## src/rtl/fifo_downsizer.sv

```systemverilog
// Width downsizer between a first-word-fall-through FIFO and a ready/valid stream.
// Each FIFO word is sent LSB slice first; o_last marks the end of every BURST_WORDS-word burst.
module fifo_downsizer #(
  parameter int IN_WIDTH    = 512,
  parameter int OUT_WIDTH   = 64,
  parameter int BURST_WORDS = 4
) (
  input  logic                 clk,
  input  logic                 i_rst_n,
  input  logic                 i_fifo_empty,
  input  logic [IN_WIDTH-1:0]  i_fifo_data,
  output logic                 o_fifo_ren,
  output logic                 o_valid,
  input  logic                 i_ready,
  output logic [OUT_WIDTH-1:0] o_data,
  output logic                 o_last,
  output logic                 o_busy
);

  localparam int RATIO  = IN_WIDTH / OUT_WIDTH;
  localparam int CNT_W  = $clog2(RATIO);
  localparam int WCNT_W = (BURST_WORDS > 1) ? $clog2(BURST_WORDS) : 1;

  typedef enum logic {
    IDLE = 1'b0,
    SEND = 1'b1
  } state_t;

  state_t               state_r;
  logic [IN_WIDTH-1:0]  hold_r;
  logic [CNT_W-1:0]     beat_cnt_r;
  logic [WCNT_W-1:0]    word_cnt_r;

  logic accept_s;
  logic final_s;
  logic ren_s;
  logic last_beat_s;
  logic burst_end_s;

  assign accept_s    = (state_r == SEND) && i_ready;
  assign last_beat_s = (beat_cnt_r == CNT_W'(RATIO - 1));
  assign final_s     = accept_s && last_beat_s;
  assign burst_end_s = (word_cnt_r == WCNT_W'(BURST_WORDS - 1));
  // Reset gating keeps the pop strobe quiet while the FSM is forced to IDLE.
  assign ren_s       = i_rst_n && !i_fifo_empty && ((state_r == IDLE) || final_s);

  // Word hold register, beat counter and IDLE/SEND state; a pop reloads with no bubble.
  always_ff @(posedge clk or negedge i_rst_n) begin
    if (!i_rst_n) begin
      state_r    <= IDLE;
      hold_r     <= '0;
      beat_cnt_r <= '0;
    end else if (ren_s) begin
      state_r    <= SEND;
      hold_r     <= i_fifo_data;
      beat_cnt_r <= '0;
    end else if (accept_s) begin
      beat_cnt_r <= beat_cnt_r + CNT_W'(1);
      state_r    <= final_s ? IDLE : SEND;
    end
  end

  // Words-in-burst counter; survives idle gaps so only the burst length ends a burst.
  always_ff @(posedge clk or negedge i_rst_n) begin
    if (!i_rst_n) begin
      word_cnt_r <= '0;
    end else if (final_s) begin
      word_cnt_r <= burst_end_s ? '0 : word_cnt_r + WCNT_W'(1);
    end
  end

  assign o_fifo_ren = ren_s;
  assign o_valid    = (state_r == SEND);
  assign o_data     = hold_r[int'(beat_cnt_r) * OUT_WIDTH +: OUT_WIDTH];
  assign o_last     = (state_r == SEND) && last_beat_s && burst_end_s;
  assign o_busy     = (state_r == SEND) || (word_cnt_r != '0);

endmodule

```

## config.mk

```make
export PLATFORM = sky130hd
export DESIGN_NAME = fifo_downsizer
export DESIGN_NICKNAME = d
export VERILOG_FILES = /design/src/rtl/fifo_downsizer.sv
export SDC_FILE = /design/constraint.sdc
export NUM_CORES = 1
export LEC_CHECK = 0
export BUFFER_PORTS_ARGS = -buffer_cell sky130_fd_sc_hd__buf_2
export CAP_MARGIN = 0
export CORE_AREA = 2 2 230 232
export DETAILED_ROUTE_END_ITERATION = 16
export DIE_AREA = 0 0 232 234
export PLACE_DENSITY_LB_ADDON = 0.15
export SETUP_SLACK_MARGIN = 0.02
export SYNTH_ARGS = -nofsm -noshare
export SYNTH_HDL_FRONTEND = slang
export SYNTH_SLANG_ARGS = --single-unit
```

## constraint.sdc

```tcl
create_clock -name clk -period 2.6 [get_ports clk]
set_input_delay 0 -clock clk [delete_from_list [all_inputs] [get_ports clk]]
set_output_delay 0 -clock clk [all_outputs]
set_load 0.05 [all_outputs]
```

==> metrics.yaml <==
pwr:
  power_w: 0.0402
  leakage_nw: 15.4
  power.density_mw_per_mm2: 1180
  ir_worst_vdd_mv: 1.10
run:
  drv_cap: 0
floorplan:
  core_area_mm2: 0.0520
  rows: 84
  start_util_pct: 44.4
  io_pins: 584
  die_x_um: 232
  fp.dieH_um: 234
  dieArea_mm2: 0.0543
timing:
  slew_headroom_pct: 33.2
  finalCriticalPeriod_ps: 2520
  fmax_mhz: 396
  final.period_utilization_pct: 97.1
  fin_tns_setup_ps: 0
  finalHoldViolCount: 0
  worst_pin_slew_ps: 1000
  clock_skew_ps: 24.7
  finalSetupViolCount: 0
  slew_violations: 0
  whs_ps: 162
  rsz0062_at_grt: "yes"
logic_synthesis:
  muxShareOfSynthArea_pct: 40.6
  ys_ff_latch: 518
  syn_inst: 1340
  synth-xor-area-share_pct: 0.0379
  syn_area_per_cell_um2: 17.3
  synthSimpleGateAreaFrac_pct: 0.281
  ys_types: 21
  syn_nets: 1860
  synth_fa_ha_area_share_pct: 0.216
  synthesis.area_mm2: 0.0231
  synth_compound_area_share_pct: 0.114
  synth_top_family_by_area: "multiplexers"
  yosys_warnings: 0
  seq_area_frac_synth_pct: 56.1
clocking:
  cts_tree: "done"
  clk_latency_ps: 590
  cts.sink_count: 518
  numCtsBuffers: 55
  cts_htree_levels: 2
  clk_pin_slew_ps: 60
  cts_root_buf: "clkbuf_16"
  clockBufferDepth: 3
detailed_routing:
  ant_nets: 0
  routed_wl_um: 67500
  drt_pass1_iterations: 4
  vias: 16200
  wire_per_inst_um: 21.1
  drc: 0
  viasPerCell: 5.05
  drt_iter0_drc: 782
cells_and_area:
  final_area_mm2: 0.0341
  fillers: 3690
  area_delta_synth_final_pct: 47.7
  fin_nets: 2968
  drive_gt1_share_pct: 56.1
placed_design:
  hpwl_um: 43500
  gp_congestion: 0.812
  io_buffers: 583
  placed_cell_area_mm2: 0.0268
global_route:
  grt_pass1_wl_um: 103000
  antenna_found_initial: 26
  grt_pass1_vias: 18200
  grt-ovfl-total: 0
  grt_max_degree: 165
  track_usage_pct: 24.8
critical_path:
  cp_max_fo: 11
  cp_data_arrival_time_ps: 2520
  critPathKind: "reg2out"
  crit_required_ps: 2600
  worst_setup_path_start_kind: "register"
  worst_setup_path_end_kind: "output pin"
hold_path:
  holdCritPathClass: "in2reg"
run_status:
  status: "completed"
[per-stage QoR]
stage / instances / setup WS [ps] / util (%)
6_report: 3203 / 75.0 / 65.6
5_1_grt: 3201 / 4.34 / 65.6
4_1_cts: 3175 / 14.5 / 65.4
3_5_place_dp: 2552 / 360 / 51.5
3_3_place_gp: 2552 / 390 / 51.5
2_1_floorplan: 1340 / 662 / -
[cell usage after synthesis (all sizes together)]
| library cell | n | area (um2) |
|---|---|---|
| nor3 | 1 | 5.00 |
| nand2b | 2 | 12.5 |
| mux2 | 577 | 6500 |
| a21oi | 3 | 18.8 |
| clkbuf | 10 | 37.5 |
| nand2 | 6 | 22.5 |
| ha | 4 | 50.1 |
| dfrtp | 518 | 13000 |
| nor2 | 1 | 3.75 |
| a21o | 1 | 7.51 |
| nand3 | 3 | 15.0 |
| inv | 2 | 7.51 |
| and3 | 1 | 6.26 |
| buf | 82 | 581 |
| mux4 | 128 | 2880 |
| xor2 | 1 | 8.76 |
[area by class of cell]
type	instances	area (um2)	area share [%]
clock inverters	10	131	0.385
well taps	688	861	2.52
multi-input cells	728	9540	27.9
inverters	2	7.51	0.0220
clock buffers	89	1660	4.87
repair buffers	1143	8910	26.1
flip-flops and latches	518	13000	38.0
diodes	25	62.6	0.183
[logic make-up (layout without fill, tap and decap cells)]
kind of cell | Yosys count | in the layout
compound gates | 4 | 4
xor+xnor | 1 | 1
fa+ha+maj | 4 | 4
buf+inv | 94 | 1244
flops | 518 | 518
mux | 705 | 705
other cells | 0 | 25
simple gates | 14 | 14
[where the power goes]
group          switching [W]  leakage [nW]  internal, W
clock                0.00320         0.881      0.00464
combinational        0.00921          8.11      0.00920
sequential           0.00198          6.37       0.0120
total                 0.0144          15.4       0.0258
[critical path: stages (launching register included)]
cell and delay, ps:
dfrtp_4 470, buf_12 190, buf_8 190, mux4_2 560
mux2_2 290, buf_2 210
[per-layer routing]
layer | track usage (%) | up-vias | routed length (um)
li1 | - | 7302 | -
met1 | 31.1 | 8234 | 27500
met2 | 42.4 | 493 | 33900
met3 | 5.91 | 133 | 3950
met4 | 8.29 | 2 | 2100
met5 | 0 | - | 13
[registers in the layout, indices dropped and copies added, names as in the netlist]
| signal | cells |
|---|---|
| hold_r | 512 |
| word_cnt_r | 2 |
| o_valid | 1 |
| beat_cnt_r | 3 |
[worst paths after layout]
path / to / slack, ps / cells past startpoint / startpoint
max reg2reg: hold_r[379]$_DFFE_PN0P_ / 220 / 8 / beat_cnt_r[0]$_DFFE_PN0P_
max: o_data[10] / 80 / 5 / beat_cnt_r[0]$_DFFE_PN0P_
min: hold_r[249]$_DFFE_PN0P_ / 160 / 3 / i_fifo_data[249]
min reg2reg: hold_r[244]$_DFFE_PN0P_ / 480 / 1 / hold_r[244]$_DFFE_PN0P_
max in group asynchronous: hold_r[368]$_DFFE_PN0P_ / 870 / 5 / i_rst_n
min in group asynchronous: hold_r[389]$_DFFE_PN0P_ / 550 / 4 / i_rst_n
[repair_timing]
action / 4_1_cts / 5_1_grt
endpoints found under the setup margin: 65 / 38
gates cloned: 5 / 2
endpoints found under the hold margin: 953 / 0
hold buffers: 517 / 0
buffers inserted: 2 / 2
gates resized for setup: 31 / 2
pin swaps: 1 / 1
[placed cells by master (no fill, tap or decap), drive strengths merged]
cell type      n
buf          625
mux2         577
dfrtp        518
dlygate4sd3  516
mux4         128
clkbuf        91
diode         25
nand2          6
clkinv         5
ha             4
nand3          3
bufinv         3
inv            3
a21oi          3
nand2b         2
and3           1
xor2           1
nor2           1
nor3           1
a21o           1
clkinvlp       1
No activity file was read; power rests on OpenSTA's default activity.
